--- config.mk ---
export PLATFORM = sky130hd
export DESIGN_NAME = cska_adder
export DESIGN_NICKNAME = d
export VERILOG_FILES = /design/src/rtl/cska_adder.sv
export SDC_FILE = /design/constraint.sdc
export NUM_CORES = 1
export LEC_CHECK = 0
export BUFFER_PORTS_ARGS = -buffer_cell sky130_fd_sc_hd__buf_2
export CAP_MARGIN = 0
export CELL_PAD_IN_SITES_DETAIL_PLACEMENT = 1
export CELL_PAD_IN_SITES_GLOBAL_PLACEMENT = 2
export CORE_AREA = 2 2 39 41
export DETAILED_ROUTE_END_ITERATION = 12
export DIE_AREA = 0 0 41 43
export PLACE_DENSITY_LB_ADDON = 0.12
export SLEW_MARGIN = 20
export SYNTH_ARGS = -nofsm -noshare
export SYNTH_HDL_FRONTEND = slang
export SYNTH_HIERARCHICAL = 1
export SYNTH_SLANG_ARGS = --single-unit
--- constraint.sdc ---
create_clock -name clk -period 3.63 [get_ports clk]
set_clock_uncertainty 0.1 [all_clocks]
set_input_delay 0.363 -clock clk [delete_from_list [all_inputs] [get_ports clk]]
set_output_delay 0.363 -clock clk [all_outputs]
set_load 0.03 [all_outputs]
--- src/rtl/cska_adder.sv ---
// cska_adder -- N-bit carry-skip adder with a registered result.
//
// Computes {Cout,Sum} <= A + B + Cin on every rising clk edge (1-cycle latency).
// Operands are cut into BLOCK_SIZE-bit ripple blocks. When every bit of a block
// propagates, the block carry-in is muxed straight to the block carry-out.
//
// Ports:
//   clk   in  1  clock, rising edge
//   rst   in  1  synchronous active-high reset, clears Sum and Cout
//   A     in  N  operand A, unsigned
//   B     in  N  operand B, unsigned
//   Cin   in  1  carry into bit 0
//   Sum   out N  registered (A+B+Cin) mod 2^N
//   Cout  out 1  registered carry out of bit N-1

// cska_block -- one W-bit ripple block with a skip mux on its carry-out.
//
// Ports:
//   a, b  in  W  operand slices
//   ci    in  1  block carry-in
//   s     out W  sum slice
//   co    out 1  block carry-out (skipped when the whole block propagates)
module cska_block #(
   parameter int W = 2
) (
   input  logic [W-1:0] a,
   input  logic [W-1:0] b,
   input  logic         ci,
   output logic [W-1:0] s,
   output logic         co
);
   logic [W-1:0] p, g;
   logic [W:0]   c;

   assign p    = a ^ b;
   assign g    = a & b;
   assign c[0] = ci;

   for (genvar i = 0; i < W; i++) begin : g_rip
      assign c[i+1] = g[i] | (p[i] & c[i]);
   end

   assign s  = p ^ c[W-1:0];
   // All-propagate means c[W] == ci anyway; the mux only shortens the path.
   assign co = (&p) ? ci : c[W];
endmodule

module cska_adder #(
   parameter int N          = 2,
   parameter int BLOCK_SIZE = 2
) (
   input  logic         clk,
   input  logic         rst,
   input  logic [N-1:0] A,
   input  logic [N-1:0] B,
   input  logic         Cin,
   output logic [N-1:0] Sum,
   output logic         Cout
);
   localparam int NB = (N + BLOCK_SIZE - 1) / BLOCK_SIZE;

   logic [NB:0]  bc;       // block carry chain, bc[0] = Cin
   logic [N-1:0] sum_nxt;

   assign bc[0] = Cin;

   for (genvar k = 0; k < NB; k++) begin : g_blk
      localparam int LO = k * BLOCK_SIZE;
      // Last block is narrower when N is not a multiple of BLOCK_SIZE.
      localparam int W  = ((N - LO) < BLOCK_SIZE) ? (N - LO) : BLOCK_SIZE;

      cska_block #(.W(W)) u_blk (
         .a  (A[LO +: W]),
         .b  (B[LO +: W]),
         .ci (bc[k]),
         .s  (sum_nxt[LO +: W]),
         .co (bc[k+1])
      );
   end

   always_ff @(posedge clk) begin
      if (rst) begin
         Sum  <= '0;
         Cout <= 1'b0;
      end else begin
         Sum  <= sum_nxt;
         Cout <= bc[NB];
      end
   end
endmodule

==> summary.md, run 1 <==
| Metric | Value |
|---|---|
| Leading area contributor after synthesis | `dfxtp_1` |
| CTS tree | `done` |
| Minimum clock period | `1.541 ns` |
| GP Congestion | `0.5953` |
| Final setup viols | `0` |
| Die area | `1763 sq um` |
| Yosys cell types | `7` |
| Area post-placement | `249.0 sq um` |
| CP startpoint kind | `input pin` |
| # DRC | `0` |
| Die Ht | `43 um` |
| Critical path class | `input pin to flip-flop` |
| First-pass GRT wire length | `593 um` |
| CTS Hold Buffers Added | `0` |
| Wire length per cell | `7.000 um` |
| Total grt overflow | `0` |
| Seq/Total Area, Yosys | `32.65%` |
| Total chip power | `123.5 uW` |
| Cells on Worst Hold Path | `2` |
| CTS clk-pin slew, worst paths | `0.04 ns` |
| Clk sinks | `3` |
| Worst Max-Slew Pin Slew | `0.1302 ns` |
| Hold Startpoint | `rst` |
| Slew margin rel. | `91.07%` |
| DRT antenna net count | `0` |
| Nets | `44` |
| Lkg Pwr | `0.0001621 uW` |
| Largest net degree at the start of global routing | `4` |
| Internal | `89.08 uW` |
| Antenna diode count | `0` |
| CTS Buf Count | `3` |
| Syn Area/Cell | `9.680 sq um` |
| FP Rows | `14` |
| Worst Path Max Fanout | `2` |
| Syn nets | `30` |
| Drt pass-1 iters | `3` |
| Period utilisation layout | `42.45%` |
| Synth area leaders | `dfxtp_1, fa_1, inv_1, ha_1, nor2b_1` |
| Core box area | `1384 sq um` |
| RSZ-0062 raised after global routing | `false` |
| Fin Setup TNS | `0 ns` |
| Initial antenna violation count | `0` |
| Synthesized area | `183.9 sq um` |
| F_max | `0.6489 GHz` |
| NetSw | `34.40 uW` |
| Hold Crit Class | `input pin to flip-flop` |
| Hold Slack | `0.2132 ns` |
| Clk pwr share | `47.7%` |
| Commonest non-fill, non-tap cell in the layout | `buf_2` |
| Post_cts resized | `0` |
| Reg power frac | `30.2%` |
| H-tree lvl count | `1` |
| Initial drt markers | `1` |
| Final hold violations | `0` |
| Max-cap violations | `0` |
| Status | `complete, no violations` |
| Hold Path End | `Cout$_SDFF_PP0_` |
| P per Cell Area | `448.6 nW/um^2` |
| IO Port Bufs | `9` |
| Vias per inst | `3.354` |
| Share of the synthesized area in the top cell type | `32.65%` |
| Vias post-DR | `161` |
| GR Util All Layers | `5.628%` |
| Core Util, Final | `19.89%` |
| Layout area overhead | `49.66%` |
| Combinational power share | `22.1%` |
| Die Wd | `41 um` |
| Post-synthesis cell count | `19` |
| Layout cell share with drive strength beyond 1 | `37.50%` |
| CP required | `3.65 ns` |
| Root Driver | `clkbuf_4` |
| Vias in the first global route | `175` |
| Count of boundary I/O pins | `10` |
| Critical Path AT | `1.56 ns` |
| CP endpoint kind | `flip-flop` |
| YS warnings | `6` |
| Final max-slew violation count | `0` |
| Detailed Route WL | `336 um` |
| Yosys reg bits | `3` |
| Clk buf depth | `2` |
| Most frequent cells in the layout | `buf_2, inv_1, dfxtp_1, nor2b_1, clkbuf_4` |
| Initial core utilization | `13.29%` |
| Worst VDD drop | `55.96 uV` |
| Final Cell Area | `275.3 sq um` |
| Sw frac | `27.86%` |
| Setup repair bufs after CTS | `0` |
-- area by class of cell --
type | count | area, sq um
fill | 174 | 1109
multi-input combinational | 9 | 97.59
sequential | 3 | 60.06
timing repair buffer | 9 | 45.04
clock buffer | 4 | 26.28
inverter | 7 | 26.28
tap | 16 | 20.02
-- routing by layer --
layer	track usage [%]	wire length, um
met5	0	0
met4	6.000	15
met3	3.665	45
met2	7.813	174
met1	4.839	100
-- worst max-delay path, stage by stage --
cell and delay, ns:
buf_2 0.09, inv_1 0.05, fa_1 0.43, fa_1 0.48
inv_1 0.03, nor2b_1 0.12
-- sequential cells by signal (all words and copies together), names as in the netlist --
name	cells
Sum	2
Cout	1
-- power groups by stage --
| stage | sequential, uW | clock, uW | combinational [uW] |
|---|---|---|---|
| after detailed placement | 37.9 | 0 | 28.2 |
| after CTS | 37.4 | 60.5 | 28.3 |
| final | 37.3 | 58.9 | 27.3 |
| after global placement | 37.8 | 0 | 27.9 |
| after global routing | 37.7 | 65.8 | 31.4 |
| after floorplan | 45.4 | 0 | 10.7 |
-- per-stage QoR --
stage	std cells	setup slack (ns)
after CTS	48	2.082
after global routing	48	1.991
after global placement	44	1.845
after detailed placement	44	1.839
final	48	2.089
after floorplan	19	1.982
-- worst max path at each step --
stage,endpoint,startpoint,slack (ns)
after detailed placement,Sum[1]$_SDFF_PP0_,A[0],1.84
after floorplan,Sum[1]$_SDFF_PP0_,A[0],1.98
after CTS,Sum[1]$_SDFF_PP0_,A[0],2.08
final,Sum[1]$_SDFF_PP0_,A[0],2.09
after global routing,Cout$_SDFF_PP0_,A[0],1.99
after global placement,Sum[1]$_SDFF_PP0_,A[0],1.85
-- kinds of logic (layout without fill, tap and decap cells) --
logic type                 Yosys count  after routing  share of synthesized area, %
muxes                                1              1                         5.442
DFF                                  3              3                         32.65
buffers and inverters                7             20                         14.29
and+or+nand+nor                      4              4                         12.24
adders and majority gates            4              4                         35.37
-- synth_stat cells --
| cell | number |
|---|---|
| mux2i_1 | 1 |
| nor2b_1 | 3 |
| inv_1 | 7 |
| fa_1 | 2 |
| dfxtp_1 | 3 |
| ha_1 | 2 |
| nand2_1 | 1 |
(Power assumes the default switching activity.)
==> run 2: changes to the inputs <==
==> constraint.sdc (replaced) <==
create_clock -name clk -period 1.48 [get_ports clk]
set_clock_uncertainty 0.1 [all_clocks]
set_input_delay 0.148 -clock clk [delete_from_list [all_inputs] [get_ports clk]]
set_output_delay 0.148 -clock clk [all_outputs]
set_load 0.03 [all_outputs]
==> run 2 against run 1 <==
Power up 150%. Utilization rose by 1.6 points. Combinational power grew to 2.7 times the previous value. Critical path depth stayed put. Via count unchanged. Clock-buffer cell count is the same. Hold slack worse by 0.20 ns. First-iteration DRC count decreased by 100%. Cell count grew 6.3%. Sequential power up 150%. Worst setup slack got worse by 1.9 ns.
==> summary.md, run 2 (synthesis results as in run 1) <==
| Metric | Value |
|---|---|
| Status | `complete, no violations` |
| CP required | `1.50 ns (-2.15 ns)` |
| CTS tree | `done` |
| Clk buf depth | `2 (unchanged)` |
| CTS clk-pin slew, worst paths | `0.04 ns (about the same)` |
| Detailed Route WL | `351 um (+4.5%)` |
| Root Driver | `clkbuf_4` |
| Cells on Worst Hold Path | `2 (unchanged)` |
| RSZ-0062 raised after global routing | `false` |
| CTS Hold Buffers Added | `0 (unchanged)` |
| Lkg Pwr | `0.0001765 uW (+8.9%)` |
| Layout cell share with drive strength beyond 1 | `42.86% (+5.4 points)` |
| Commonest non-fill, non-tap cell in the layout | `buf_2` |
| Top Registers | `Sum x2, Cout x1` |
| Core Util, Final | `21.52% (+1.6 points)` |
| Worst path cell trace | `buf_2 -> inv_1 -> fa_1 -> fa_1 -> inv_1 -> nor2b_1` |
| Hold Crit Class | `input pin to flip-flop` |
| Wire length per cell | `6.882 um (-1.7%)` |
| Post_cts resized | `0 (unchanged)` |
| Max stage delay on crit path | `0.48 ns (about the same)` |
| First-pass GRT wire length | `593 um (unchanged)` |
| Setup repair bufs after CTS | `0 (unchanged)` |
| Antenna diode count | `0 (unchanged)` |
| Area post-placement | `271.5 sq um (+9.0%)` |
| Worst Max-Slew Pin Slew | `0.1210 ns (-0.009194 ns)` |
| Nets | `47 (+6.8%)` |
| Die area | `1763 sq um (unchanged)` |
| Vias post-DR | `161 (unchanged)` |
| Minimum clock period | `1.327 ns` |
| Max reg flops | `2 (unchanged)` |
| H-tree lvl count | `1 (unchanged)` |
| CTS Buf Count | `3 (unchanged)` |
| Period utilisation layout | `89.68%` |
| GP Congestion | `0.6250 (+5.0%)` |
| FP Rows | `14 (unchanged)` |
| Hold Startpoint | `rst` |
| Critical Path AT | `1.35 ns (-0.21 ns)` |
| Most flops, register | `Sum` |
| Vias per inst | `3.157 (-5.9%)` |
| Die Ht | `43 um (unchanged)` |
| Final setup viols | `0 (unchanged)` |
| F_max | `0.7534 GHz` |
| # DRC | `0 (unchanged)` |
| Core box area | `1384 sq um (unchanged)` |
| Initial core utilization | `13.29% (unchanged)` |
| CP endpoint kind | `flip-flop` |
| Final Cell Area | `297.8 sq um (+8.2%)` |
| DRT antenna net count | `0 (unchanged)` |
| CP startpoint kind | `input pin` |
| Storage cell area | `60.06 sq um (unchanged)` |
| Hold Path End | `Cout$_SDFF_PP0_` |
| Worst Path Max Fanout | `2 (unchanged)` |
| Detailed placer's ending HPWL | `322.2 um` |
| Fillers | `175 (+0.57%)` |
| Initial drt markers | `0 (-1)` |
| Die Wd | `41 um (unchanged)` |
| Final max-slew violation count | `0 (unchanged)` |
| Largest net degree at the start of global routing | `4 (unchanged)` |
| Count of boundary I/O pins | `10 (unchanged)` |
| Total grt overflow | `0 (unchanged)` |
| Initial antenna violation count | `0 (unchanged)` |
| Slew margin rel. | `91.70% (+0.63 points)` |
| Area of the multi-input gates | `97.59 sq um (unchanged)` |
| Vias in the first global route | `182 (+4.0%)` |
| IO Port Bufs | `9 (unchanged)` |
| Max-cap violations | `0 (unchanged)` |
| Clk sinks | `3 (unchanged)` |
| Crit path max-delay cell type | `fa_1` |
| Critical path class | `input pin to flip-flop` |
| Final hold violations | `0 (unchanged)` |
| Drt pass-1 iters | `1 (-2)` |
| Most frequent cells in the layout | `buf_2, inv_1` |
| P per Cell Area | `1025 nW/um^2 (+130%)` |
| Layout area overhead | `61.91%` |
| Worst VDD drop | `171.0 uV (+210%)` |
| GR Util All Layers | `5.427% (-0.20 points)` |
[run 2: how the worst max path moves through the flow]
stage                     startpoint                 to  slack (ns)
after floorplan                 A[0]  Sum[1]$_SDFF_PP0_        0.05
after global placement          A[0]  Sum[1]$_SDFF_PP0_       -0.08
after detailed placement        A[0]  Sum[1]$_SDFF_PP0_       -0.09
after CTS                       A[0]  Sum[1]$_SDFF_PP0_        0.15
after global routing            A[0]    Cout$_SDFF_PP0_        0.08
final                           A[0]  Sum[1]$_SDFF_PP0_        0.15
[run 2: critical path: cells and delay by family]
family / cells / cell delay, ns
adder cells (fa/ha/maj): 2 / 0.91
buffers and inverters: 3 / 0.17
AND/OR/NAND/NOR: 1 / 0.11
[run 2: where the power goes]
group	internal, uW	total (uW)	leakage, uW	switching (uW)
Combinational	32.0	72.4	0.000137	40.3
Clock	101	141	0.0000150	40.4
Sequential	90.0	91.5	0.0000250	1.49
[run 2: per-stage QoR]
stage	power [uW]	TNS, ns	setup slack (ns)	std cells	hold slack [ns]
4_1_cts	314.8	0	0.1547	51	0.005322
3_3_place_gp	166.7	-0.1254	-0.07783	47	0.2481
6_report	305.2	0	0.1527	51	0.009931
5_1_grt	331.2	0	0.07626	51	0.01155
3_5_place_dp	167.5	-0.1436	-0.08904	47	0.2479
2_1_floorplan	137.7	0	0.04697	19	0.1196
[run 2: area by class of cell]
| type | instances | share of cell area (%) |
|---|---|---|
| tap | 16 | 6.723 |
| multi-input combinational | 9 | 32.77 |
| clock buffer | 4 | 8.824 |
| timing repair buffer | 12 | 22.69 |
| sequential | 3 | 20.17 |
| inverter | 7 | 8.824 |
[run 2: metal layers]
metal / wire (um) / global-route usage (%) / vias up / share of wire (%)
met5: 0 / 0 / - / 0
met3: 53 / 3.141 / 0 / 15
met1: 115 / 4.516 / 71 / 33
met4: 0 / 4.000 / 0 / 0
met2: 182 / 8.750 / 8 / 52
li1: - / - / 82 / -
